--- src/rtl/seq_divider_pkg.sv ---
// rtl/seq_divider_pkg.sv - shared pipeline types for the sequential divider
package seq_divider_pkg;

    typedef logic [31:0] i32;
    typedef logic [63:0] i64;

    typedef enum logic [1:0] {
        S_IDLE,
        S_BUSY,
        S_DONE
    } div_state_t;

    localparam int DIV_ITER = 32;

endpackage

--- src/rtl/div_step.sv ---
// rtl/div_step.sv - one restoring-division iteration on the {remainder, quotient} register
module div_step
    import seq_divider_pkg::*;
(
    input  i64 w,
    input  i32 bq,
    output i64 w_next
);

    i64          w_shift;
    logic [32:0] rem_wide;
    logic [32:0] rem_sub;

    always_comb begin
        w_shift  = {w[62:0], 1'b0};
        // The bit shifted out of w[63] is the 33rd bit of the partial remainder.
        rem_wide = {w[63], w_shift[63:32]};
        rem_sub  = rem_wide - {1'b0, bq};
        w_next   = w_shift;
        if (rem_wide >= {1'b0, bq}) begin
            w_next = {rem_sub[31:0], w_shift[31:1], 1'b1};
        end
    end

endmodule

--- src/rtl/seq_divider.sv ---
// rtl/seq_divider.sv - multi-cycle unsigned 32/32 restoring divider, one quotient bit per cycle
module seq_divider
    import seq_divider_pkg::*;
#(
    parameter int ITER = DIV_ITER
) (
    input  logic clk,
    input  logic reset,
    input  logic valid,
    input  i32   a,
    input  i32   b,
    output logic done,
    output i64   c
);

    localparam int CNT_W = $clog2(ITER);
    localparam logic [CNT_W-1:0] CNT_LAST = CNT_W'(ITER - 1);

    div_state_t       state_q, state_d;
    i64               w_q, w_d;
    i32               bq_q, bq_d;
    logic [CNT_W-1:0] cnt_q, cnt_d;
    i64               c_q, c_d;
    i64               w_step;

    div_step u_div_step (
        .w      (w_q),
        .bq     (bq_q),
        .w_next (w_step)
    );

    always_comb begin
        state_d = state_q;
        w_d     = w_q;
        bq_d    = bq_q;
        cnt_d   = cnt_q;
        c_d     = c_q;
        unique case (state_q)
            S_IDLE: begin
                if (valid) begin
                    if (a < b) begin
                        // Quotient is zero and the dividend is the remainder.
                        c_d     = {a, 32'h0};
                        state_d = S_DONE;
                    end else begin
                        w_d     = {32'h0, a};
                        bq_d    = b;
                        cnt_d   = '0;
                        state_d = S_BUSY;
                    end
                end
            end
            S_BUSY: begin
                if (!valid) begin
                    state_d = S_IDLE;
                end else begin
                    w_d   = w_step;
                    cnt_d = cnt_q + 1'b1;
                    if (cnt_q == CNT_LAST) begin
                        c_d     = w_step;
                        state_d = S_DONE;
                    end
                end
            end
            S_DONE: begin
                state_d = S_IDLE;
            end
            default: begin
                state_d = S_IDLE;
            end
        endcase
    end

    always_ff @(posedge clk or posedge reset) begin
        if (reset) begin
            state_q <= S_IDLE;
            w_q     <= '0;
            bq_q    <= '0;
            cnt_q   <= '0;
            c_q     <= '0;
        end else begin
            state_q <= state_d;
            w_q     <= w_d;
            bq_q    <= bq_d;
            cnt_q   <= cnt_d;
            c_q     <= c_d;
        end
    end

    assign done = (state_q == S_DONE);
    assign c    = c_q;

endmodule

--- config.mk ---
export PLATFORM = sky130hd
export DESIGN_NAME = seq_divider
export DESIGN_NICKNAME = d
export VERILOG_FILES = /design/src/rtl/seq_divider_pkg.sv /design/src/rtl/div_step.sv /design/src/rtl/seq_divider.sv
export SDC_FILE = /design/constraint.sdc
export NUM_CORES = 1
export LEC_CHECK = 0
export ABC_AREA = 1
export BUFFER_PORTS_ARGS = -buffer_cell sky130_fd_sc_hd__buf_2
export CORE_MARGIN = 2
export CORE_UTILIZATION = 30
export CTS_CLUSTER_SIZE = 8
export DETAILED_ROUTE_END_ITERATION = 7
export HOLD_SLACK_MARGIN = 0.02
export PLACE_DENSITY = 0.52
export RECOVER_POWER = 50
export SYNTH_ARGS = -nofsm -noshare
export SYNTH_HDL_FRONTEND = slang
export SYNTH_HIERARCHICAL = 1
export SYNTH_SLANG_ARGS = --single-unit
--- constraint.sdc ---
create_clock -name clk -period 5.9 [get_ports clk]
set_input_delay 0.295 -clock clk [delete_from_list [all_inputs] [get_ports clk]]
set_output_delay 0.295 -clock clk [all_outputs]
set_load 0.05 [all_outputs]
# ---- Word-level counts from Yosys, hierarchy flattened
# Index checks and enable logic that the tools add are counted.
dict set report totals {
  regBits 167
  input_bits 67
  out_inout_bits 65
  word_cells 44
}
dict set report classes {
  add_sub_neg 2
  order_cmp 2
  n_eq_ne 9
  n_mux 19
  n_bitwise 1
  reduce_logical 6
}
# cell n
set op_table {}
lappend op_table {{two-way mux 64 bit} 8}
lappend op_table {{case mux 64 bit (2 select lines)} 2}
lappend op_table {{greater-or-equal comparator 33 x 32 -> 1 bit} 1}
lappend op_table {{< comparator 32 bit} 1}
lappend op_table {{subtractor 32 bit} 1}
lappend op_table {{two-way mux 5 bit} 3}
lappend op_table {{!= test 2 bit (second input constant)} 5}
lappend op_table {{case mux 5 bit (2 select lines)} 1}
lappend op_table {{two-way mux 2 bit} 4}
lappend op_table {{adder 5 x 1 -> 5 bit (second input constant)} 1}
lappend op_table {{== test 5 bit (second input constant)} 1}
lappend op_table {{AND reduction 5 bit} 1}
lappend op_table {{case mux 2 bit (2 select lines)} 1}
lappend op_table {{AND reduction 4 bit} 1}
lappend op_table {{!= test 3 bit (second input constant)} 1}
lappend op_table {{AND reduction 3 bit} 1}
lappend op_table {{== test 2 x 1 -> 1 bit (second input constant)} 1}
lappend op_table {{== test 2 bit (second input constant)} 1}
lappend op_table {{zero test 2 bit} 1}
lappend op_table {{AND reduction 2 bit} 1}
lappend op_table {{nonzero test 2 bit} 1}
lappend op_table {{NOT 1 bit} 1}

# ---- Longest topological paths before layout
dict set report logic_depth {
  depth_word 5
  ltp_mapped 20
  ltp_nobuf 18
}

# ---- Modules after synthesis
# Netlist, hierarchy kept.
# module n_inst cells_per_inst area_each_um2 seq_area_each_um2
set modules_own_cells {}
lappend modules_own_cells {seq_divider 1 1085 8470.6 4179.0}
lappend modules_own_cells {div_step 1 683 3425.8 0.0}

# ---- Least setup slack after synthesis
# Ideal clock, no wire load.
dict set report synth_path {
  path_type {register to register}
  startpoint {register w_q[31]}
  endpoint {register c_q[48], in the netlist c[48]}
  setup_ns 0.119
  arrival_ns 1.962
  t_required_ns 5.781
  slack_ns 3.819
  path_stages_with_launch 18
  n_path_buf 0
  period_less_slack_ns 2.081
  cell_sequence {dfrtp_1 > inv_1 > ha_1 > fa_1 > inv_1 > nand3_1 > nand3_1 > nand2_1 > nand3_1 > nand3_1 > nand2_1 > nand2_1 > nand3_2 > nand2_1 > nand2_1 > o21ai_0 > nand3_1 > nand2_1}
}
dict set report synth_via {
  elab_chain_len 5
  elab_cells_between_ends 6
  classes_between {add/sub: 1; order compare: 1; mux: 4}
}
# item line_no
set synth_lines {}
lappend synth_lines {{start, declared} seq_divider.sv:20} ;# i64 w_q, w_d;
lappend synth_lines {{start signal, assigned} seq_divider.sv:83} ;# w_q <= w_d;
lappend synth_lines {{subtractor 32 bit or greater-or-equal comparator 33 x 32 -> 1 bit (tied branches)} {div_step.sv:18, div_step.sv:20}}
lappend synth_lines {{two-way mux 64 bit *} div_step.sv:20} ;# if (rem_wide >= {1'b0, bq}) begin
lappend synth_lines {{via w_step[48]} seq_divider.sv:24} ;# i64 w_step;
lappend synth_lines {{two-way mux 64 bit *} seq_divider.sv:59} ;# if (cnt_q == CNT_LAST) begin
lappend synth_lines {{two-way mux 64 bit *} seq_divider.sv:54} ;# if (!valid) begin
lappend synth_lines {{case mux 64 bit (2 select lines) *} seq_divider.sv:38} ;# unique case (state_q)
lappend synth_lines {{end signal, assigned} seq_divider.sv:80} ;# c_q <= '0;
lappend synth_lines {{end signal, assigned} seq_divider.sv:86} ;# c_q <= c_d;
lappend synth_lines {{end, declared} seq_divider.sv:23} ;# i64 c_q, c_d;
# The timed path passes the listed nets; every way through them passes the cells marked *. The select of a mux whose other input is x is not followed.
# A chain may end at the register's enable or synchronous reset.

==> impl_results.md <==
- Result of the run: finished, violations left
- Violated checks: max-capacitance violations, max-slew violations
- Pin slew with the least headroom to its limit: 2.589 ns
- Max-slew headroom at the worst pin: -72.60%
- WL/cell: 16.04 um
- Required arrival time at the worst endpoint: ~5.9 ns
- Critical path peak fanout: 46
- Total net switching power: around 2.9 mW
- Number of sinks on the clock net: about 170
- Worst path top cell family by delay: buffers and inverters
- Post-layout net count: approximately 2,000
- Mapped Area: 0.01190 sq mm
- Signed area change from the synthesized netlist to the final layout: 10.50%
- Setup slack at placement: 2.011 ns
- Total Neg Setup Slack: 0 ns
- Maximum ir drop on the vdd rail: 0.3117 mV
- Ordered cell list for the critical path: dlygate4sd3_1, clkbuf_1, clkinvlp_2, clkbuf_1
- Die span in x: 203.1 um
- Number of warnings issued by yosys: 6
- Fmax achieved: between 0.2 and 0.25 GHz
- Count of hold-fix buffers inserted at cts: 1
- EDFF count, synth: 0
- Pin count of the biggest net entering global routing: roughly 80
- Clock skew after layout: around 0.013 ns
- Switching share of power: between 40% and 50%
- Final antenna diode count: 0
- Final routed wirelength across all metal layers: approximately 38,000 um
- Hold crit path type: input pin to flop
- Final critical path time including I/O delays and setup: slightly above 4 ns
- Max H-tree Level: 4
- Capturing element type of the critical path: async pin
- Std cell rows: 72
- Final setup fails: 0
- Count of different cell masters after synthesis: 37
- Most frequent cells in the layout: 702 x sky130_fd_sc_hd__nand2_1, 254 x sky130_fd_sc_hd__inv_1, 167 x sky130_fd_sc_hd__dfrtp_1
- Overall track demand over capacity in global routing: approximately a fifth
- Start of the worst register-to-register path: w_q[33]
- Die Y: between 200 and 250 um
- Detail-routed via count per cell: approximately 4.8
- Static leakage: about 7.6 nW
- Total via count in the routed design: 11,227
- Reg power frac: a little under a third
- Top Ports: between 100 and 150
- Average footprint of a synthesized cell: about 6.7 sq um
- Startpoint of the tightest hold check path: b[6]
- Clock tree from TritonCTS: done
- Startpoint Class: input pin
- Number of instances in the synthesized netlist: ~1,800
- Async set-reset flop share out of synthesis: 100.0%
- Max Root-Sink Buffers: 2
- Final cycle utilization of the critical path: about two thirds
- Effective utilization at floorplan: between 30 and 40%
- Post-cts gate resize count: 0
- Global-route wire length before repair: 60,750 um
- Number of hold violations in the final report: 0
- Final worst-path setup slack: roughly 1.9 ns
- Number of setup buffers added after CTS: 0
- Share of total power in the clock network: approximately a fifth
- Most common cell after layout, fill and taps aside: sky130_fd_sc_hd__nand2_1
- Proportion of synthesized chip area in sequential cells: roughly a third
- Cell at the root of the clock tree: sky130_fd_sc_hd__clkbuf_16
- Iter 0 DRT Violations: around 770
- Critical path launch point: reset
- Power per cell area: approximately 440 mW/mm^2
- Primary flip-flop cell chosen by synthesis mapping: sky130_fd_sc_hd__dfrtp_1
- Number of detailed-routing iterations run before antenna repair: 6
- Source-to-sink clock delay at the later pin of the worst-skew pair: ~0.45 ns
- Longest individual stage delay on the worst path: approximately 1.9 ns
- Antenna violation net count after detailed routing: 0
- Final max-slew violation count: 172
- Final GP Congestion: 0.9180
- Initial antenna violation count: 2
- Standard cell core area: ~0.039 sq mm
- Flop-to-flop setup slack: 2.35 ns
- RSZ-0062 raised after global routing: false
- Clock-pin slew on the worst setup and hold paths: ~0.070 ns
- DIE AREA: between 0.04 and 0.05 sq mm
- Buffer and inverter count on the worst path: 4
- Number of design rule violations left after detail routing: 0
- Standard cell with the maximum stage delay on the critical path: sky130_fd_sc_hd__clkbuf_1
- Final HPWL DP: between 20,000 and 30,000 um
- Critical path class: input pin to async pin
- Data arrival time of the critical path: 4.05 ns
- Maximum Capacitance Violations: 3
- Cell internal power dissipation: just under 3 mW
- Vias in the first global route: ~11,000
- Quantity of I/O buffers inserted on ports: around 130
- Layout cell share with drive strength beyond 1: slightly above 8%
- Cell repeated most along the worst path: sky130_fd_sc_hd__clkbuf_1
- Grt total ovfl: 0
- Clock buffers created by TritonCTS: 17
- Logic pwr share: between 40% and 50%
- Flops & latches, synth: about 170
- Synthesized Nets: between 1,500 and 2,000
==> cells in the mapped netlist (8+ instances only) <==
cell,count,area (sq um)
sky130_fd_sc_hd__nand2_1,703,2639
sky130_fd_sc_hd__inv_1,256,960.9
sky130_fd_sc_hd__dfrtp_1,167,4179
sky130_fd_sc_hd__nand3_1,155,775.7
sky130_fd_sc_hd__nand4_1,71,444.2
sky130_fd_sc_hd__o21ai_0,69,345.3
sky130_fd_sc_hd__ha_1,65,813.3
sky130_fd_sc_hd__nor2_1,43,161.4
sky130_fd_sc_hd__a21oi_1,37,185.2
sky130_fd_sc_hd__buf_4,37,277.8
sky130_fd_sc_hd__clkbuf_1,31,116.4
sky130_fd_sc_hd__buf_2,29,145.1
sky130_fd_sc_hd__nand3_2,17,170.2
sky130_fd_sc_hd__xor2_1,13,113.9
sky130_fd_sc_hd__nand3b_1,10,75.07
sky130_fd_sc_hd__buf_6,9,101.4
sky130_fd_sc_hd__nor3_1,9,45.04
sky130_fd_sc_hd__and2_1,8,50.05
==> final timing paths <==
path,to,cells after the start
setup / recovery,bq_q[15],4
hold / removal,bq_q[6],3
setup reg to reg,c[33],14
hold reg to reg,w_q[7],2
max in group clk,c[30],14
min in group asynchronous,c[17],3
==> state kept, by name, indices dropped and copies added, names as in the netlist <==
register and count:
state_q 2, c 64, bq_q 32, cnt_q 5, w_q 64
==> logic make-up (layout without fill, tap and decap cells) <==
logic type               Yosys count  in the layout  share of synthesized area [%]
flip-flops                       167            167                          35.13
adder cells (fa/ha/maj)           66             66                          7.005
AND/OR/NAND/NOR                 1036           1036                          38.03
buffers and inverters            375            436                          14.10
AO/OA/AOI/OAI                    110            110                          4.701
XOR/XNOR                          14             14                          1.031
==> through the flow <==
step	total power [mW]	utilization, %	cell area, sq um	hold slack (ns)	std cells
after floorplan	4.057	-	11900	0.4419	1768
final	5.831	33.78	13150	0.1102	2347
after detailed placement	4.667	32.40	12610	0.3369	2315
after global placement	4.650	32.40	12610	0.3374	2315
after CTS	5.920	34.01	13240	0.08905	2347
after global routing	6.299	33.78	13150	0.09925	2347
==> worst reg2reg max path, cell delays in order (launching register included) <==
cell                      delay, ns
sky130_fd_sc_hd__dfrtp_1       0.40
sky130_fd_sc_hd__ha_1          0.40
sky130_fd_sc_hd__nand2_1       0.21
sky130_fd_sc_hd__nor2_1        0.07
sky130_fd_sc_hd__nand2_1       0.07
sky130_fd_sc_hd__nor2_1        0.04
sky130_fd_sc_hd__nand2_1       0.05
sky130_fd_sc_hd__nand3_1       0.11
sky130_fd_sc_hd__nor2_4        0.80
sky130_fd_sc_hd__nand2_8       0.37
sky130_fd_sc_hd__o21ai_0       0.52
sky130_fd_sc_hd__nand2_1       0.11
sky130_fd_sc_hd__o21ai_0       0.12
sky130_fd_sc_hd__nand3_1       0.11
sky130_fd_sc_hd__nand2_1       0.10
==> power groups by stage <==
stage	combinational (mW)	sequential, mW	clock (mW)
final	2.85	1.76	1.22
after global routing	3.19	1.81	1.30
after CTS	2.91	1.75	1.25
after detailed placement	2.90	1.76	0
after global placement	2.89	1.76	0
after floorplan	1.80	2.25	0
==> layout make-up <==
| class | instances | area (sq um) |
|---|---|---|
| clock buffer | 20 | 446.7 |
| clock inverter | 11 | 171.4 |
| fill | 4362 | 25770 |
| inverter | 262 | 985.9 |
| multi-input combinational | 1226 | 6053 |
| sequential | 167 | 4179 |
| tap | 518 | 648.1 |
| timing repair buffer | 143 | 660.6 |
==> layer usage <==
layer	up-vias	global-route usage (%)	wire length (um)
met4	4	4.223	607
met2	259	29.59	16950
met3	38	3.595	1840
li1	5608	-	-
met5	-	0	30
met1	5318	26.28	18210
(Power assumes the default switching activity.)
